**config.mk**
```make
export PLATFORM = sky130hd
export DESIGN_NAME = serial_adder_fsm
export DESIGN_NICKNAME = d
export VERILOG_FILES = /design/src/rtl/serial_adder_pkg.sv /design/src/rtl/serial_adder_fsm_ha_cell.sv /design/src/rtl/serial_adder_fsm.sv
export SDC_FILE = /design/constraint.sdc
export NUM_CORES = 1
export LEC_CHECK = 0
export BUFFER_PORTS_ARGS = -buffer_cell sky130_fd_sc_hd__buf_2
export CAP_MARGIN = 30
export CORE_MARGIN = 3
export CORE_UTILIZATION = 48
export CTS_CLUSTER_DIAMETER = 30
export DETAILED_ROUTE_END_ITERATION = 7
export GPL_TIMING_DRIVEN = 0
export HOLD_SLACK_MARGIN = 0.12
export PLACE_DENSITY = 0.7
export SLEW_MARGIN = 20
export SYNTH_ARGS = -nofsm -noshare
export SYNTH_HDL_FRONTEND = slang
export SYNTH_HIERARCHICAL = 1
export SYNTH_SLANG_ARGS = --single-unit
```
**constraint.sdc**
```tcl
create_clock -name clk -period 2.08 [get_ports clk]
set_input_delay 0.416 -clock clk [delete_from_list [all_inputs] [get_ports clk]]
set_output_delay 0.416 -clock clk [all_outputs]
set_load 0.02 [all_outputs]
```
**src/rtl/serial_adder_pkg.sv**
```systemverilog
`default_nettype none
// +----------------------------------------------------------------------+
// | serial_adder_pkg                                                     |
// | Shared state encoding and sizing helper for the bit-serial adder.    |
// | Rev 1.0 - initial release                                            |
// +----------------------------------------------------------------------+
package serial_adder_pkg;

  typedef enum logic [1:0] {
    IDLE  = 2'd0,
    SHIFT = 2'd1,
    DONE  = 2'd2
  } state_t;

  function automatic int cnt_width(input int width);
    return $clog2(width);
  endfunction

endpackage
`default_nettype wire

```
**src/rtl/serial_adder_fsm_ha_cell.sv**
```systemverilog
`default_nettype none
// +----------------------------------------------------------------------+
// | ha_cell                                                              |
// | Half adder built from a 1:4 demux decode of its two input bits.      |
// | Rev 1.0 - initial release                                            |
// +----------------------------------------------------------------------+
module ha_cell (
  input  logic x,
  input  logic y,
  output logic s,
  output logic c
);

  logic [3:0] w_y;

  always_comb begin
    w_y = 4'b0001 << {x, y};
  end

  assign s = w_y[1] | w_y[2];
  assign c = w_y[3];

endmodule
`default_nettype wire

```
**src/rtl/serial_adder_fsm.sv**
```systemverilog
`default_nettype none
// +----------------------------------------------------------------------+
// | serial_adder_fsm                                                     |
// | LSB-first bit-serial WIDTH-bit adder; SERIAL_ADDER_SUB_EN adds a     |
// | sub port selecting a-b.                                              |
// | Rev 1.0 - initial release                                            |
// +----------------------------------------------------------------------+
module serial_adder_fsm
  import serial_adder_pkg::*;
#(
  parameter int WIDTH = 8
) (
  input  logic             clk,
  input  logic             rst_n,
  input  logic             start,
  input  logic [WIDTH-1:0] a,
  input  logic [WIDTH-1:0] b,
`ifdef SERIAL_ADDER_SUB_EN
  input  logic             sub,
`endif
  output logic             busy,
  output logic             done,
  output logic [WIDTH-1:0] sum,
  output logic             cout
);

  localparam int CNT_W = cnt_width(WIDTH);

  state_t           r_state;
  logic [WIDTH-1:0] r_a;
  logic [WIDTH-1:0] r_b;
  logic [WIDTH-1:0] r_sum_sr;
  logic             r_carry;
  logic [CNT_W-1:0] r_cnt;

  logic [WIDTH-1:0] w_b_load;
  logic             w_carry_init;
  logic             w_part;
  logic             w_c1;
  logic             w_c2;
  logic             w_bit;
  logic             w_carry_next;
  logic [WIDTH-1:0] w_sum_next;

`ifdef SERIAL_ADDER_SUB_EN
  // Two's complement subtract: invert b and inject the +1 through the carry.
  assign w_b_load     = sub ? ~b : b;
  assign w_carry_init = sub;
`else
  assign w_b_load     = b;
  assign w_carry_init = 1'b0;
`endif

  ha_cell u_ha0 (.x(r_a[0]), .y(r_b[0]),  .s(w_part), .c(w_c1));
  ha_cell u_ha1 (.x(w_part), .y(r_carry), .s(w_bit),  .c(w_c2));

  assign w_carry_next = w_c1 | w_c2;
  assign w_sum_next   = {w_bit, r_sum_sr[WIDTH-1:1]};

  always_ff @(posedge clk or negedge rst_n) begin
    if (!rst_n) begin
      r_state  <= IDLE;
      r_a      <= '0;
      r_b      <= '0;
      r_sum_sr <= '0;
      r_carry  <= 1'b0;
      r_cnt    <= '0;
      busy     <= 1'b0;
      done     <= 1'b0;
      sum      <= '0;
      cout     <= 1'b0;
    end else begin
      done <= 1'b0;
      case (r_state)
        // DONE accepts a new start exactly like IDLE, giving back-to-back adds.
        IDLE, DONE: begin
          if (start) begin
            r_a      <= a;
            r_b      <= w_b_load;
            r_carry  <= w_carry_init;
            r_cnt    <= '0;
            r_sum_sr <= '0;
            busy     <= 1'b1;
            r_state  <= SHIFT;
          end else begin
            r_state  <= IDLE;
          end
        end
        SHIFT: begin
          r_sum_sr <= w_sum_next;
          r_a      <= r_a >> 1;
          r_b      <= r_b >> 1;
          r_carry  <= w_carry_next;
          r_cnt    <= r_cnt + 1'b1;
          if (r_cnt == CNT_W'(WIDTH - 1)) begin
            sum     <= w_sum_next;
            cout    <= w_carry_next;
            busy    <= 1'b0;
            done    <= 1'b1;
            r_state <= DONE;
          end
        end
        default: begin
          busy    <= 1'b0;
          r_state <= IDLE;
        end
      endcase
    end
  end

endmodule
`default_nettype wire

```
==> reports/metrics.cfg <==
[run_status]
status = complete, no violations

[placed_design]
pre_cts_ws_ps = 499.6
dp_cells = 225
hpwl_mm = 2.602
placed_cell_area_mm2 = 0.002057
portBuffers = 29
gp_congestion = 0.7669

[critical_path]
cp.arrival_ps = 1750
rr_startpoint = r_cnt[0]
worstReg2RegEnd = sum[0]
path_class = flip-flop to flip-flop
cp.required_ps = 2250
cp-end-kind = flip-flop
cpMaxStageDelayCell = dfrtp_1
path_delay_family = adder cells
worst-path-stages = 5
slowest_delay_ps = 400
cp_max_fo = 10
ff2ff_path_depth = 5
cp_num_buf_inv = 1
rrSetupSlack_ps = 500
crit_top_cell = ha_1
crit_path_start_kind = flip-flop
crit_chain = ha_1, ha_1, nand3b_4, buf_6, mux2_4

[finish]
syn_to_final_growth_pct = 18.35
instances_no_fill = 235
final_cell_mix = dfrtp_1 (40), buf_2 (33), a22o_1 (11)
fin_area_mm2 = 0.002195
layout-drive-gt1-share_pct = 32.28
diodes = 0
fillers = 301
final_common_cell = dfrtp_1
fin_nets = 211

[sta]
rsz0062_at_grt = false
hold_viol_final = 0
period_share_pct = 75.72
tightest_slew_ps = 336.6
fin_skew_ps = 3.483
setup_viol = 0
min_period_ps = 1575
slew_headroom_pct = 77.48
final-max-slew-violation-count = 0
tns_ps = 0
setup_slack_ps = 505.0
fmax_mhz = 634.9

[min_path]
whs_endpoint = r_b[1]
holdCritPathClass = input port to flip-flop
hold_depth = 3
worstHoldStart = b[1]

[drt]
routed_wl_mm = 3.635
drtAntennaViolNets = 0
first_pass_iters = 4
routed-via-count = 1279
avgRoutedWirePerCell_um = 15.47
initialDrtViolationCount = 73
drc = 0
avgViaCountPerCell = 5.443

[clock_network]
cts-resized-gates = 0
clock-sinks = 40
clkLatencyLatePin_ps = 290
cts_setup_buffers = 0
clock_path_buffers = 2
numCtsBuffers = 5
cts_root_buf = clkbuf_8
cts_max_level = 2
clk_pin_slew_ps = 70
cts_tree = built
ctsHoldBuffers = 0

[yosys]
syn-instance-count = 150
ys_ff_latch = 40
syn_area_mm2 = 0.001854
synth_warnings = 6
synth_cell_types = 28
synth_fp_nets = 173
yosysSeqAreaShare_pct = 53.98
postSynthAreaPerCell_um2 = 12.36

[pwr]
clkPwrFrac_pct = 18.3
power_density_mw_per_mm2 = 1519
p_comb_share_pct = 40.6
seqPwrFrac_pct = 41.1
sw_frac_of_total_pct = 34.99
p_switching_w = 0.001166
p_leak_nw = 1.070
ir_drop_uv = 866.8
p_int_w = 0.002167

[floorplanning]
ios = 30
core_mm2 = 0.003521
num_rows = 21
die_w_um = 68.16
fp.dieH_um = 68.16
die_area_mm2 = 0.004645
start_util_pct = 52.67

[grt]
use_met3_pct = 5.419
grt_pass1_vias = 1313
grtUsageMet1_pct = 25.83
grt_antenna_before_repair = 0
grt.overflow.total = 0
grt_use_met2_pct = 27.32
busiest_layer = met2
grt_pass1_wl_mm = 6.168
grt.total_usage_pct = 18.29
grt_max_degree = 41

[flow_run]
drv_cap = 0

-- worst reg2reg max path, delay by kind of cell (launching register included) --
kind	cells	cell delay, ps
adder cells (fa/ha/maj)	2	460
flip-flops	1	400
multiplexers	1	310
buffers and inverters	1	170
AND/OR/NAND/NOR	1	130
-- layer usage --
metal / up-vias / wire length [µm]
li1: 616 / -
met1: 632 / 1832
met2: 24 / 1604
met3: 7 / 143
met4: 0 / 54
met5: - / 0
-- cells by family after synthesis --
family	synth area share [%]
AOI/OAI and AO/OA	15.11
adders and majority gates	2.699
buffers and inverters	4.116
DFF	53.98
muxes	13.29
and+or+nand+nor	10.80
-- flip-flops by register name, summed over array words and instances (netlist names) --
| signal | count |
|---|---|
| r_state | 2 |
| cout | 1 |
| sum | 8 |
| done | 1 |
| r_b | 8 |
| busy | 1 |
| r_a | 8 |
| r_cnt | 3 |
| r_carry | 1 |
| r_sum_sr | 7 |
-- cells in the mapped netlist --
cell type  count  area (µm²)
dfrtp_1       40        1001
a22o_1        11       96.34
mux2i_1       10       100.1
a211oi_1       8       60.06
a21oi_1        8       40.04
nor2b_1        8       50.05
o21ai_0        8       40.04
nor2_1         7       26.28
mux2_4         6       90.09
mux2_2         5       56.30
buf_2          4       20.02
ha_1           4       50.05
nor3_1         4       20.02
buf_4          3       22.52
inv_1          3       11.26
nand2_1        3       11.26
nand3_1        3       15.01
o22ai_1        3       18.77
a21o_1         2       15.01
buf_6          2       22.52
a221o_1        1       10.01
and2b_4        1       10.01
and3b_1        1       8.760
nand2b_1       1       6.260
nand3b_4       1       20.02
nor2_4         1       11.26
nor2b_4        1       13.76
or2b_1         1       7.510
-- worst max-delay path by stage --
stage	start	endpoint	slack, ps
finish	r_cnt[0]	sum[0]	500
global route	r_cnt[0]	sum[0]	460
CTS	r_cnt[0]	sum[0]	490
detailed placement	r_cnt[0]	sum[3]	500
global placement	r_cnt[0]	sum[6]	520
floorplan	r_cnt[0]	sum[0]	640
-- through the flow --
stage	hold slack (ps)	util, %	power (W)
after floorplan	120.4	-	0.002363
after global placement	463.8	58.42	0.002670
after detailed placement	473.7	58.42	0.002745
after CTS	270.2	61.48	0.003360
after global routing	397.1	62.33	0.003594
final	392.2	62.33	0.003333
-- area by class of cell --
class	instances	area [µm²]	share of cell area [%]
sequential	40	1001	45.61
multi-input combinational	98	777.0	35.40
timing repair buffer	31	175.2	7.982
clock buffer	6	72.57	3.307
buffer	9	65.06	2.965
tap	46	57.56	2.623
clock inverter	2	35.03	1.596
inverter	3	11.26	0.5131
-- power by group through the flow --
stage / Clock, W / Combinational, W / Sequential [W]
after floorplan: 0 / 0.000934 / 0.00143
after global placement: 0 / 0.00131 / 0.00136
after detailed placement: 0 / 0.00136 / 0.00138
after CTS: 0.000626 / 0.00136 / 0.00137
after global routing: 0.000669 / 0.00151 / 0.00142
final: 0.000611 / 0.00135 / 0.00137
Note: power is estimated with default switching activity, not from simulation.
